**src/rtl/pc_fetch_ctrl.sv**
```systemverilog
// pc_fetch_ctrl: instruction fetch front end. Issues one I-cache request at a
// time for a two-instruction packet (pc, pc+4). It holds the returned packet
// until downstream consumes it, then advances to pc+8 or to the predicted
// target. A backend flush redirects the pc at any time. Data still in flight
// when a flush arrives is marked for discard, so a stale packet is never
// presented.
module pc_fetch_ctrl #(
  parameter logic [31:0] RESET_PC = 32'h1c00_0000
) (
  input  logic        clk,
  input  logic        rst,
  input  logic        flush,
  input  logic [31:0] flush_target,
  input  logic        stall,
  input  logic        bpu_taken,
  input  logic [31:0] bpu_target,
  output logic        icache_req,
  output logic [31:0] icache_addr,
  input  logic        icache_ack,
  input  logic        icache_rdata_valid,
  input  logic [31:0] icache_rdata_1,
  input  logic [31:0] icache_rdata_2,
  output logic [31:0] pc_1_o,
  output logic [31:0] pc_2_o,
  output logic [31:0] inst_1_o,
  output logic [31:0] inst_2_o,
  output logic        inst_valid_o
);

  typedef enum logic [1:0] {
    S_IDLE,
    S_REQ,
    S_WAIT,
    S_HOLD
  } state_e;

  state_e      state_q;
  logic [31:0] pc_q;
  logic        discard_q;
  logic        req_q;
  logic        valid_q;
  logic [31:0] pc_1_q;
  logic [31:0] pc_2_q;
  logic [31:0] inst_1_q;
  logic [31:0] inst_2_q;

  // Redirect and sequential addresses. The 32-bit adders wrap modulo 2^32.
  // A flush target is forced to word alignment.
  logic [31:0] flush_pc_d;
  logic [31:0] pc_seq_d;
  logic [31:0] pc_plus4_d;

  assign flush_pc_d = {flush_target[31:2], 2'b00};
  assign pc_seq_d   = pc_q + 32'd8;
  assign pc_plus4_d = pc_q + 32'd4;

  // Fetch FSM. The same block registers the request strobe and the packet
  // outputs. Flush is checked first in every state because it outranks
  // stall, prediction and returning data.
  always_ff @(posedge clk or negedge rst) begin
    if (!rst) begin
      // NOTE: every register, the packet data included, gets a reset value.
      // The outputs then read as zero right after reset, not as X.
      state_q   <= S_IDLE;
      pc_q      <= RESET_PC;
      discard_q <= 1'b0;
      req_q     <= 1'b0;
      valid_q   <= 1'b0;
      pc_1_q    <= '0;
      pc_2_q    <= '0;
      inst_1_q  <= '0;
      inst_2_q  <= '0;
    end else begin
      // NOTE: only non-blocking assignments here. Every branch then reads the
      // pre-edge values of pc_q and discard_q, whatever order the branch
      // assigns them in.
      case (state_q)
        S_IDLE: begin
          if (flush) pc_q <= flush_pc_d;
          valid_q <= 1'b0;
          state_q <= S_REQ;
          req_q   <= 1'b1;
        end

        S_REQ: begin
          // The address is pc_q. A flush without ack re-targets the request
          // on the next cycle. A flush with ack lets the request go out and
          // marks its data for discard.
          if (flush) pc_q <= flush_pc_d;
          if (icache_ack) begin
            state_q   <= S_WAIT;
            req_q     <= 1'b0;
            discard_q <= flush;
          end
        end

        S_WAIT: begin
          if (flush) begin
            pc_q <= flush_pc_d;
            if (icache_rdata_valid) begin
              discard_q <= 1'b0;
              state_q   <= S_REQ;
              req_q     <= 1'b1;
            end else begin
              discard_q <= 1'b1;
            end
          end else if (icache_rdata_valid) begin
            if (discard_q) begin
              // Stale response from before a redirect. pc_q already holds the
              // redirect address.
              discard_q <= 1'b0;
              state_q   <= S_REQ;
              req_q     <= 1'b1;
            end else begin
              pc_1_q   <= pc_q;
              pc_2_q   <= pc_plus4_d;
              inst_1_q <= icache_rdata_1;
              inst_2_q <= icache_rdata_2;
              valid_q  <= 1'b1;
              state_q  <= S_HOLD;
            end
          end
        end

        S_HOLD: begin
          // The prediction is used only when the packet leaves this state.
          if (flush) begin
            pc_q    <= flush_pc_d;
            valid_q <= 1'b0;
            state_q <= S_REQ;
            req_q   <= 1'b1;
          end else if (!stall) begin
            pc_q    <= bpu_taken ? bpu_target : pc_seq_d;
            valid_q <= 1'b0;
            state_q <= S_REQ;
            req_q   <= 1'b1;
          end
        end

        default: begin
          state_q <= S_IDLE;
          req_q   <= 1'b0;
        end
      endcase
    end
  end

  assign icache_req   = req_q;
  assign icache_addr  = pc_q;
  assign pc_1_o       = pc_1_q;
  assign pc_2_o       = pc_2_q;
  assign inst_1_o     = inst_1_q;
  assign inst_2_o     = inst_2_q;
  assign inst_valid_o = valid_q;

endmodule
```
**config.mk**
```make
export PLATFORM = sky130hd
export DESIGN_NAME = pc_fetch_ctrl
export DESIGN_NICKNAME = d
export VERILOG_FILES = /design/src/rtl/pc_fetch_ctrl.sv
export SDC_FILE = /design/constraint.sdc
export NUM_CORES = 1
export LEC_CHECK = 0
export ABC_AREA = 1
export CAP_MARGIN = 0
export CORE_ASPECT_RATIO = 1.1
export CORE_MARGIN = 4
export CORE_UTILIZATION = 49
export CTS_BUF_LIST = sky130_fd_sc_hd__clkbuf_8
export CTS_CLUSTER_SIZE = 12
export DETAILED_ROUTE_END_ITERATION = 12
export GPL_TIMING_DRIVEN = 0
export PLACE_DENSITY = 0.94
export SKIP_LAST_GASP = 1
export SYNTH_ARGS = -nofsm -noshare
export SYNTH_HDL_FRONTEND = slang
export SYNTH_SLANG_ARGS = --single-unit
```
**constraint.sdc**
```tcl
create_clock -name clk -period 5.44 [get_ports clk]
set_clock_uncertainty 0.2 [all_clocks]
set_input_delay 1.088 -clock clk [delete_from_list [all_inputs] [get_ports clk]]
set_output_delay 1.088 -clock clk [all_outputs]
set_load 0.01 [all_outputs]
```
Word-level counts from Yosys, hierarchy flattened
Index checks and enable logic that the tools add are counted.
- equal/unequal tests: 11
- $add $sub $neg: 2
- bitwise operators: 2
- muxes and demuxes: 32
- $mul: 0
- reduce and logical (&&, ||, !) cells: 10
- shifts and indexed selects: 0
- div/mod/pow operators: 0
- magnitude comparators: 0
- operators with widths (kind ; count):
    2-to-1 mux 32 bit ; 4
    one-hot mux 32 bit (2 select lines) ; 1
    adder 32 x 3 -> 32 bit, second input constant ; 1
    adder 32 x 4 -> 32 bit, second input constant ; 1
    2-to-1 mux 1 bit ; 16
    2-to-1 mux 2 bit ; 7
    inequality test 3 bit, second input constant ; 3
    inequality test 2 bit, second input constant ; 4
    one-hot mux 2 bit (4 select lines) ; 1
    AND reduction 4 bit ; 2
    AND reduction 3 bit ; 2
    AND reduction 5 bit ; 1
    == test 2 bit, second input constant ; 2
    one-hot mux 1 bit (4 select lines) ; 1
    one-hot mux 1 bit (3 select lines) ; 1
    nonzero test 3 bit ; 1
    OR reduction 3 bit ; 1
    == test 2 x 1 -> 1 bit, second input constant ; 1
    logical NOT 2 bit ; 1
    inequality test 2 x 1 -> 1 bit, second input constant ; 1
    inverter 1 bit ; 2
    one-hot mux 1 bit (2 select lines) ; 1
    AND reduction 2 bit ; 1
    nonzero test 2 bit ; 1
- memory bits (read-only): 0
- memories: 0
- output and inout bits: 162
- input bits: 135
- word-level logic and storage cells: 66
- register bits: 165
- bits in latches: 0
- memory bits (writable): 0

Logic depth before layout (Yosys ltp)
- depth after elaboration: 5
- mapped depth: 10
- depth with buffers taken out: 10

Least setup slack after synthesis
OpenSTA, ideal clock, no wires.
- path type: input -> register
- start point: in flush
- end point: reg inst_1_q[0], in the netlist inst_1_o[0]
- stages: 8
- buffers on the path: 2
- arrival: 1.980 ns
- path slack: 3.144 ns
- cells stage by stage: nor2_1 nand2_1 nor2_4 inv_2 buf_2 buf_2 nand2_1 nand2_1
- word-level cells in the longest chain between the ends: 2
- ends and longest elaborated chain (item ; RTL line ; source):
    start: declaration ; 12 ; input logic flush,
    inverter 1 bit (no line) ; - ;
    AND reduction 4 bit (no line) ; - ;
    end signal: assignment ; 117 ; inst_1_q <= icache_rdata_1;
    end: declaration ; 44 ; logic [31:0] inst_1_q;
No other way between the ends.
A chain may end at the register's enable or synchronous reset.

Worst setup path after layout
- start point: in flush
- end point: reg pc_q[10], in the netlist icache_addr[10]
- word-level cells in the longest chain between the ends: 2
- elaborated cells between the ends (all ways): 5
- ends and longest elaborated chain (item ; RTL line ; source):
    2-to-1 mux 32 bit, or another cell as far along ; 127 ; if (flush) begin
    one-hot mux 32 bit (2 select lines) / AND reduction 2 bit (equally long branches) ; - ;
    end signal: assignment ; 79 ; if (flush) pc_q <= flush_pc_d;
    end signal: assignment ; 128 ; pc_q <= flush_pc_d;
    end signal: assignment ; 133 ; pc_q <= bpu_taken ? bpu_target : pc_seq_d;
    end: declaration ; 38 ; logic [31:0] pc_q;
Parallel ways exist; a longest one is shown, timed or not.

==> flow_metrics.py <==
metrics = {
    "floorplanning": {
        "dieWidth_um": 129,
        "start_util_pct": 50.0,
        "die_area_mm2": 0.0181,
        "fp.dieH_um": 141,
        "rows": 48,
        "core-area_mm2": 0.0157,
        "pin_count": 297,
    },
    "place": {
        "gp_congestion": 0.922,
        "numPortBuffers": 294,
        "placed_cells": 1480,
        "dp_hpwl_um": 21500,
    },
    "clock_network": {
        "cts_resized": 0,
        "htreeDepth": 4,
        "root_buffer": "clkbuf_8",
        "clk_pin_slew_ns": 0.09,
        "cts.sinks": 163,
        "numCtsBuffers": 17,
        "holdBufCountCts": 0,
        "clock_path_buffers": 2,
        "clkLatencyLatePin_ns": 0.46,
        "cts_tree": "done",
        "postCtsSetupBuffers": 0,
    },
    "grt": {
        "groute.usage.overall_pct": 30.8,
        "grt_pass1_wl_um": 43200,
        "grt_overflow": 0,
        "antenna_found_initial": 0,
        "grt_max_degree": 109,
        "grt_pass1_vias": 8019,
    },
    "routing": {
        "vias_per_cell": 5.37,
        "drt-initial-drc-count": 733,
        "drc_errors": 0,
        "drtAntennaViolNets": 0,
        "vias": 8108,
        "drt-total-wl_um": 27600,
        "wire_per_inst_um": 18.2,
        "firstDrtPassIters": 6,
    },
    "setup_path": {
        "crit_path_start": "flush",
        "path_cells": "clkdlybuf4s50_1, inv_1, nand2_1, nor2_1, inv_1, o221ai_1, o22ai_1",
        "critPathMaxStageDelay_ns": 0.60,
        "critPathRequiredTime_ns": 5.57,
        "cp_slowest_cell": "nor2_1",
        "cp-start-kind": "input port",
        "r2r_setup_slack_ns": 2.89,
        "path_class": "input port to flip-flop",
        "endpoint_kind": "flip-flop",
        "crit_path_end": "icache_addr[10]",
        "timing.rr.end": "icache_addr[10]",
        "critPathTopFamily": "buffers and inverters",
        "r2r-start": "state_q[0]",
        "r2r_cells": 6,
        "cp_max_fo": 9,
        "crit_buf_inv": 3,
        "critPathMostFrequentCell": "inv_1",
        "crit_cells": 7,
        "crit_arrival_ns": 3.31,
    },
    "timing": {
        "relSlewSlack_pct": 56.0,
        "fmax_ghz": 0.314,
        "drv_slew": 0,
        "setup_viol": 0,
        "grt_setup_unrepaired": "no",
        "fin_crit_sh_pct": 58.5,
        "finalHoldViolations": 0,
        "worst_pin_slew_ns": 0.658,
        "final.min_clock_period_ns": 3.18,
    },
    "synthesis": {
        "ys_warn_count": 0,
        "ys_seq_elements": 163,
        "async_flop_share_pct": 100,
        "synth_ff_type": "dfrtp_1",
        "synth_edf_count": 0,
        "yosysSeqAreaShare_pct": 52.1,
        "avgSynthCellArea_um2": 7.96,
        "synthCells": 985,
        "syn_nets": 1126,
        "synth.distinct_cells": 38,
        "netlist_area_mm2": 0.00784,
    },
    "power": {
        "power_leakage_nw": 5.24,
        "power.density_mw_per_mm2": 488,
        "total_power_w": 0.00559,
        "ir_worst_vdd_uv": 248,
    },
    "min_path": {
        "hold_class": "flip-flop to flip-flop",
    },
    "final_layout": {
        "areaGrowthSynthToFinish_pct": 46.1,
        "diodes": 0,
        "final_cells": 1511,
        "drive_gt1_share_pct": 7.17,
        "final_nets": 1440,
        "final_cell_mix": "nand2_1 (379), clkdlybuf4s50_1 (293), dfrtp_1 (160)",
        "layout_commonest_cell": "nand2_1",
    },
    "flow_run": {
        "maxCapViolCount": 0,
    },
    "status": {
        "outcome": "complete, no violations",
    },
}
[synth_stat cells, types with 6 or more instances]
master / instances / area share [%]
nand2_1: 379 / 18
nor2_2: 11 / 0.88
nor2_1: 88 / 4.2
a21oi_1: 40 / 2.6
nor2_4: 7 / 1.0
inv_1: 55 / 2.6
nand3_1: 56 / 3.6
clkbuf_1: 18 / 0.86
dfrtp_1: 160 / 51
ha_1: 6 / 0.96
o21a_1: 6 / 0.57
o21ai_0: 51 / 3.3
nand2_2: 7 / 0.56
a22oi_1: 8 / 0.77
xor2_1: 7 / 0.78
o22ai_1: 8 / 0.64
o211ai_1: 16 / 1.5
a221oi_1: 7 / 0.78
buf_2: 19 / 1.2
[cell families after synthesis]
group	share of synthesized area (%)
flops	52.1
compound gates	11.3
mux	0.128
buf+inv	5.52
xor+xnor	0.893
fa+ha+maj	0.957
simple gates	29.2
[area by class of cell]
cell class,count,area (µm²)
plain buffers,44,208
clock buffers,17,234
clock inverters,14,155
fillers,1204,4220
inverters,60,225
multi-input cells,718,3330
flip-flops and latches,163,4080
well taps,200,250
repair buffers,295,2980
[power by group]
part           total, W  switching [W]  internal, W
clock          0.000893       0.000481     0.000411
sequential      0.00215       0.000419      0.00173
combinational   0.00254        0.00124      0.00130
[worst min-delay path, cell delays in order (launching register included)]
cell,delay (ns)
dfrtp_1,0.35
nand2_1,0.05
nand2_1,0.05
[metal layers]
layer	part of all wire (%)	track usage [%]	vias to the layer above
li1	-	-	3807
met4	3.7	12.2	0
met3	8.8	7.20	69
met1	38	38.4	3802
met5	0	0	-
met2	49	51.6	430
[sequential cells by signal, summed over array words and instances (netlist names)]
| signal | flops |
|---|---|
| pc_1_o | 32 |
| inst_2_o | 32 |
| discard_q | 1 |
| icache_req | 1 |
| inst_1_o | 32 |
| inst_valid_o | 1 |
| icache_addr | 32 |
| state_q | 2 |
| pc_2_o | 30 |
[through the flow]
step	area, µm²	setup WS [ns]	hold WS [ns]	setup TNS [ns]	utilization [%]
final	11500	2.26	0.274	0	73.1
after global placement	11000	-3.53	0.252	-565.91	70.4
after CTS	11500	2.40	0.281	0	73.1
after detailed placement	11100	1.91	0.258	0	70.6
after global routing	11500	2.26	0.291	0	73.1
after floorplan	7840	3.14	0.254	0	-
[worst min path at each step]
stage | from | endpoint | slack, ns | cells past startpoint
finish | inst_1_o[30] | inst_1_o[30] | 0.27 | 2
global route | pc_1_o[12] | pc_1_o[12] | 0.29 | 2
CTS | inst_1_o[30] | inst_1_o[30] | 0.28 | 2
detailed placement | inst_1_o[27] | inst_1_o[27] | 0.26 | 2
global placement | inst_2_o[23] | inst_2_o[23] | 0.25 | 2
floorplan | discard_q | discard_q | 0.25 | 2
No activity file was read; power rests on OpenSTA's default activity.
